File: src/rtl/contador_sincrono_param.sv
// Parametrised synchronous modulo counter: 0..LIMIT, up/down, load, TC flag and WRAP pulse.
// Define SATURATE_EN to saturate at the bounds instead of wrapping.
module contador_sincrono_param #(
    parameter int unsigned           WIDTH     = 3,
    parameter logic [WIDTH-1:0]      RESET_VAL = '0
) (
    input  logic             CLK,
    input  logic             RESET,
    input  logic             EN,
    input  logic             UP,
    input  logic             LOAD,
    input  logic [WIDTH-1:0] D_IN,
    input  logic [WIDTH-1:0] LIMIT,
    output logic [WIDTH-1:0] Q_out,
    output logic             TC,
    output logic             WRAP
);

    localparam logic [WIDTH-1:0] One = WIDTH'(1);

    logic [WIDTH-1:0] q_q, q_d;
    logic             wrap_q, wrap_d;
    logic             at_top, at_zero;

    // at_top also covers a count left above a freshly lowered LIMIT
    assign at_top  = (q_q >= LIMIT);
    assign at_zero = (q_q == '0);

    assign TC    = EN & ((UP & at_top) | (~UP & at_zero));
    assign Q_out = q_q;
    assign WRAP  = wrap_q;

    always_comb begin
        q_d    = q_q;
        wrap_d = 1'b0;
        if (LOAD) begin
            q_d = (D_IN > LIMIT) ? LIMIT : D_IN;
        end else if (EN) begin
            if (UP) begin
                if (at_top) begin
`ifdef SATURATE_EN
                    q_d = LIMIT;
`else
                    q_d = '0;
`endif
                    wrap_d = 1'b1;
                end else begin
                    q_d = q_q + One;
                end
            end else begin
                if (at_zero) begin
`ifdef SATURATE_EN
                    q_d = '0;
`else
                    q_d = LIMIT;
`endif
                    wrap_d = 1'b1;
                end else if (q_q > LIMIT) begin
                    q_d = LIMIT;
                end else begin
                    q_d = q_q - One;
                end
            end
        end
    end

    always_ff @(posedge CLK) begin
        if (!RESET) begin
            q_q    <= RESET_VAL;
            wrap_q <= 1'b0;
        end else begin
            q_q    <= q_d;
            wrap_q <= wrap_d;
        end
    end

endmodule
File: config.mk
export PLATFORM = sky130hd
export DESIGN_NAME = contador_sincrono_param
export DESIGN_NICKNAME = d
export VERILOG_FILES = /design/src/rtl/contador_sincrono_param.sv
export SDC_FILE = /design/constraint.sdc
export NUM_CORES = 1
export LEC_CHECK = 0
export CORE_AREA = 8 8 45 47
export DETAILED_ROUTE_END_ITERATION = 8
export DIE_AREA = 0 0 53 55
export GPL_TIMING_DRIVEN = 0
export PLACE_DENSITY = 0.69
export SLEW_MARGIN = 20
export SYNTH_ARGS = -nofsm -noshare
export SYNTH_HDL_FRONTEND = slang
export SYNTH_SLANG_ARGS = --single-unit
File: constraint.sdc
create_clock -name CLK -period 4.1 [get_ports CLK]
set_input_delay 1.23 -clock CLK [delete_from_list [all_inputs] [get_ports CLK]]
set_output_delay 1.23 -clock CLK [all_outputs]
set_load 0.05 [all_outputs]
==> metrics.md <==
| Metric | Value |
|---|---|
| TNS Setup | `0 ps` |
| Startpoint types | `input port` |
| Syn Nets | `84` |
| Footprint of the multi-input gates | `448 µm²` |
| Total GRT Usage | `a little under a tenth` |
| Drt drc | `0` |
| Post-synth cell types | `27` |
| Most common cell in the netlist | `ha_1` |
| Hold buffer count at cts | `0` |
| Port bufs | `15` |
| Worst Tran Pin Value | `between 400 and 500 ps` |
| Final period util | `just under 100%` |
| Synthesized flop and latch total | `4` |
| Fin crit period | `3990 ps` |
| Violation count after the first detailed-route iteration | `5` |
| GR Overflow Total | `0` |
| Critical path class | `in -> out` |
| Site Rows | `14` |
| Yosys warns | `0` |
| Max Cap Viol | `0` |
| Critical Path, Cell by Cell | `clkdlybuf4s50_1 > inv_2 > ha_4 > nand2_1 > o21ai_2 > mux2i_1 > nor2_1 > buf_6` |
| Global-route wire length before repair | `just over 2000 µm` |
| Seq. cell area | `between 80 and 90 µm²` |
| Ant diodes | `0` |
| TritonCTS Buffers | `3` |
| Final hold viol count | `0` |
| VDD IR max | `between 0.15 and 0.2 mV` |
| Die Ht | `55 µm` |
| Max clock buf depth | `2` |
| Largest area contributor in the netlist | `ha_1` |
| Vias | `513` |
| Number of setup violations in the final report | `0` |
| Crit path largest cell delay | `530 ps` |
| Vias in the first global route | `roughly 500` |
| Min-delay src | `Q_out[1]` |
| Clk_skew | `~2.8 ps` |
| Clk sinks | `4` |
| Final net count | `between 100 and 150` |
| Slew HR | `about two thirds` |
| Final slew viol count | `0` |
| RSZ-0062 raised after global routing | `false` |
| Cells after Synth | `between 60 and 70` |
| Share of layout cells above drive strength 1 | `between 15 and 20%` |
| Top-area cell type share of the netlist area | `a little over a fifth` |
| Hold Crit Class | `reg -> reg` |
| Register area share after synthesis | `15.1%` |
| Reg clk slew, reported paths | `30 ps` |
| Worst setup startpoint | `LIMIT[2]` |
| Pwr Density | `slightly below 300 nW/µm²` |
| CP endpoint kind | `output port` |
| Worst EP required | `between 2000 and 3000 ps` |
| Worst Path Max Fanout | `4` |
| Die Area | `around 2900 µm²` |
| M1 GR Usage | `10.6%` |
| Worst flop-to-flop path startpoint | `Q_out[0]` |
| DR WL/cell | `~13 µm` |
| Syn avg cell area | `8.27 µm²` |
| GR Util met3 | `1.07%` |
| Pin count of the biggest net entering global routing | `8` |
| Cell area after synthesis | `about 530 µm²` |
| Leakage | `slightly above 0.3 nW` |
| Hold Slack | `between 600 and 700 ps` |
| Placed cells | `95` |
| Status | `finished, final reports clean` |
| Clk root buf | `clkbuf_4` |
| Die Width | `between 50 and 60 µm` |
| CTS tree | `built` |
| Post-synth EDFFs | `0` |
| Ports | `16` |
| Initial Util | `between 30% and 40%` |
| Synth area leaders | `ha_1 21%, dfxtp_1 15%, mux2i_1 7.6%` |
| P&R area growth vs syn | `43.5%` |
| Final Non-Filler Cells | `between 90 and 100` |
| Clock Latency Late Sink | `230 ps` |
| Initial DRT Pass Iterations | `4` |
| Fillers | `roughly 140` |
| Synth Flop Type | `dfxtp_1` |
| Initial antenna violation count | `0` |
| CORE AREA | `approximately 1400 µm²` |
| Asr flop ratio synth | `0%` |
| Commonest cells post-synth | `9 x ha_1, 8 x inv_1, 5 x nand2_1` |
| Via density | `a little over 5` |
| Crit path DAT | `2760 ps` |
| DPL Wire Length | `1090 µm` |
| GR Layer Usage met2 | `approximately 16%` |
| Antenna-violating nets left | `0` |
| Fmax | `0.250 GHz` |
| Global route hottest layer | `met2` |
| Crit-path slowest cell | `clkdlybuf4s50_1` |
| Post-Route WL | `between 1000 and 1500 µm` |
| Htree depth | `1` |
| GP Congestion | `~0.86` |
-- worst max-delay path, delay by kind of cell --
kind            cells  cell delay [ps]
buf+inv             3              780
fa+ha+maj           1              290
simple gates        2              210
compound gates      1              150
mux                 1              100
-- timing repair --
action	in CTS	in global routing
endpoints found under the setup margin	1	1
gates resized for setup	8	4
pin swaps	0	2
buffers inserted	0	1
-- routing by layer --
layer | up-vias | share of wire (%)
li1 | 276 | -
met1 | 228 | 47
met2 | 9 | 50
met3 | 0 | 2.6
met4 | 0 | 0
met5 | - | 0
-- logic make-up after synthesis --
kind of cell | Yosys count | share of synthesized area [%]
flip-flops | 4 | 15.1
AO/OA/AOI/OAI | 20 | 30.7
AND/OR/NAND/NOR | 17 | 16.3
adder cells (fa/ha/maj) | 9 | 21.3
multiplexers | 4 | 7.57
XOR/XNOR | 2 | 3.31
buffers and inverters | 8 | 5.67
-- stage by stage --
step           worst slack [ps]  power, mW  instance area (µm²)  utilization, %
5_1_grt                    3.15      0.237                  759            54.9
2_1_floorplan               226      0.129                  529               -
6_report                    105      0.222                  759            54.9
3_3_place_gp               -704      0.164                  699            50.5
3_5_place_dp               -701      0.165                  699            50.5
4_1_cts                    5.64      0.219                  736            53.2
-- power by group --
group	internal, mW	switching, mW
Sequential	0.0430	0.00625
Clock	0.0326	0.0139
Combinational	0.0571	0.0687
Total	0.133	0.0889
-- cell usage in the layout, fill, tap and decap left out, types with 2 or more instances in the layout --
| cell type | instances |
|---|---|
| mux2i_1 | 4 |
| nand2_1 | 5 |
| ha_1 | 7 |
| xnor2_1 | 2 |
| o21ai_0 | 2 |
| clkbuf_4 | 3 |
| nor3_1 | 3 |
| nor2_1 | 3 |
| nor2b_1 | 4 |
| clkdlybuf4s50_1 | 14 |
| dfxtp_1 | 4 |
| inv_2 | 2 |
| inv_1 | 6 |
| ha_4 | 2 |
| a21oi_1 | 3 |
-- cell type report --
cell class / count / share of cell area (%)
multi-input cells: 52 / 59.0
repair buffers: 16 / 20.9
inverters: 8 / 3.95
flip-flops and latches: 4 / 10.5
well taps: 16 / 2.64
clock buffers: 3 / 2.97
-- registers in the layout, summed over array words and instances, names as in the netlist --
register,count
Q_out,3
WRAP,1
-- worst paths after layout --
kind / end / slack, ps / cells past startpoint
max reg2reg: Q_out[2] / 2200 / 7
min: Q_out[1] / 640 / 2
max: TC / 110 / 8
min reg2reg: Q_out[1] / 640 / 2
(Power assumes the default switching activity.)
==> variant (config.mk and constraints unchanged) <==
Register the inputs `EN`, `UP`, `LOAD` and `D_IN` before use, without a reset. The logic sees them one clock later. The other inputs are not delayed to match.
--- a/src/rtl/contador_sincrono_param.sv
+++ b/src/rtl/contador_sincrono_param.sv
@@ -20,2 +20,14 @@
 
+    logic EN_q;
+    logic UP_q;
+    logic LOAD_q;
+    logic [WIDTH-1:0] D_IN_q;
+
+    always_ff @(posedge CLK) begin
+        EN_q   <= EN;
+        UP_q   <= UP;
+        LOAD_q <= LOAD;
+        D_IN_q <= D_IN;
+    end
+
     logic [WIDTH-1:0] q_q, q_d;
@@ -28,3 +40,3 @@
 
-    assign TC    = EN & ((UP & at_top) | (~UP & at_zero));
+    assign TC    = EN_q & ((UP_q & at_top) | (~UP_q & at_zero));
     assign Q_out = q_q;
@@ -35,6 +47,6 @@
         wrap_d = 1'b0;
-        if (LOAD) begin
-            q_d = (D_IN > LIMIT) ? LIMIT : D_IN;
-        end else if (EN) begin
-            if (UP) begin
+        if (LOAD_q) begin
+            q_d = (D_IN_q > LIMIT) ? LIMIT : D_IN_q;
+        end else if (EN_q) begin
+            if (UP_q) begin
                 if (at_top) begin
Function: changed (Yosys sat finds a counterexample within 4 cycles, from zero or initial values and one cycle with RESET low).
==> variant against the original RTL <==
  * Design area up 37%
  * Power up 66%
  * Synthesized area up 31%
  * Worst setup slack worse by 50 ps
  * Combinational power up 31%
  * Register-to-register slack worse by 1200 ps
  * Wire length up 40%
  * Sequential cell count up 6
  * Hold slack worse by 52 ps
  * Synthesized cell count up 14%
  * Cell count up 22%
  * Largest power group unchanged
==> variant: results (changes against the original RTL) <==
grt_pass1_wl_um: 3070  # +48%
grt_max_degree: 11  # +3
wl_met1_um: 810  # +30%
ys_types: 33  # +22%
status: "complete, no violations"
nonClkBufAreaFrac_pct: 25.54  # +4.6 points
syn_nets: 93  # +11%
cts_setup_buffers: 13  # +13
synth_adder_area_share_pct: 16.22  # -5.1 points
n_clock_buffer: 4  # +1
synth_mux_area_share_pct: 7.387  # -0.18 points
cts_resized: 10  # +2
wl_per_cell_um: 15.43  # +15%
place_area_um2: 864.6  # +24%
drive_above_1_share_pct: 31.43  # +12 points
place_ws_ps: -694.4  # +6.934 ps
met2_usage_pct: 25.78  # +9.8 points
cp.arrival_ps: 4230  # +1470 ps
grtUsageMet1_pct: 15.14  # +4.5 points
power_leakage_nw: 0.4584  # +49%
hold_path.startpoint: "LOAD_q"
top_layer: "met4"
grt_pass1_vias: 719  # +44%
slowest_delay_ps: 500  # -30 ps
clock_area_share_pct: 3.477  # +0.51 points
fillers: 90  # -36%
sw_frac_of_total_pct: 33.83  # -6.3 points
area_growth_syn_to_layout_pct: 50.27
synth.cells.most_frequent: "dfxtp_1 (10), ha_1 (9), inv_1 (8)"
multi_input_area_um2: 490.5  # +9.5%
dp_hpwl_um: 1241  # +14%
syn-mean-instance-area_um2: 9.513  # +15%
ys_top_cells_by_area: "dfxtp_1 (29%), ha_1 (16%), mux2i_1 (5.8%)"
signal_buffers: 30  # +14
drt_iter0_markers: 13  # +8
globalRouteMet3Util_pct: 1.872  # +0.80 points
cp_max_fo: 3  # -1
gp_congestion: 0.7862  # -8.1%
fin_skew_ps: 0.5677  # -2.268 ps
register_area_um2: 200.2  # +150%
wl_met3_um: 46  # +35%
r2r_start: "Q_out[2]"
grt_usage_pct: 14.07  # +4.7 points
stdcell_count: 121  # +22%
routed-wl-met2_um: 956  # +43%
ir_worst_vdd_mv: 0.2282  # +27%
-- variant: cell count changes after synthesis, moves of 2 or more --
cell | unedited run | this run
nand4_1 | 0 | 2
nor2b_1 | 4 | 1
nand2_1 | 5 | 0
xnor2_1 | 2 | 0
and2_1 | 0 | 2
o21ai_1 | 2 | 0
nand3_1 | 0 | 3
dfxtp_1 | 4 | 10
nor4b_1 | 0 | 2
-- variant: power by group through the flow --
stage | clock network [mW] | registers, mW | logic [mW]
2_1_floorplan | 0 | 0.127 | 0.0741
4_1_cts | 0.0916 | 0.114 | 0.155
5_1_grt | 0.0934 | 0.116 | 0.177
6_report | 0.0883 | 0.115 | 0.165
3_3_place_gp | 0 | 0.115 | 0.121
3_5_place_dp | 0 | 0.116 | 0.123
-- variant: final timing paths --
path	end	depth (start not counted)	slack (ps)
max reg2reg	Q_out[0]	17	1000
min	WRAP	2	590
min reg2reg	WRAP	2	590
max	Q_out[0]	19	60
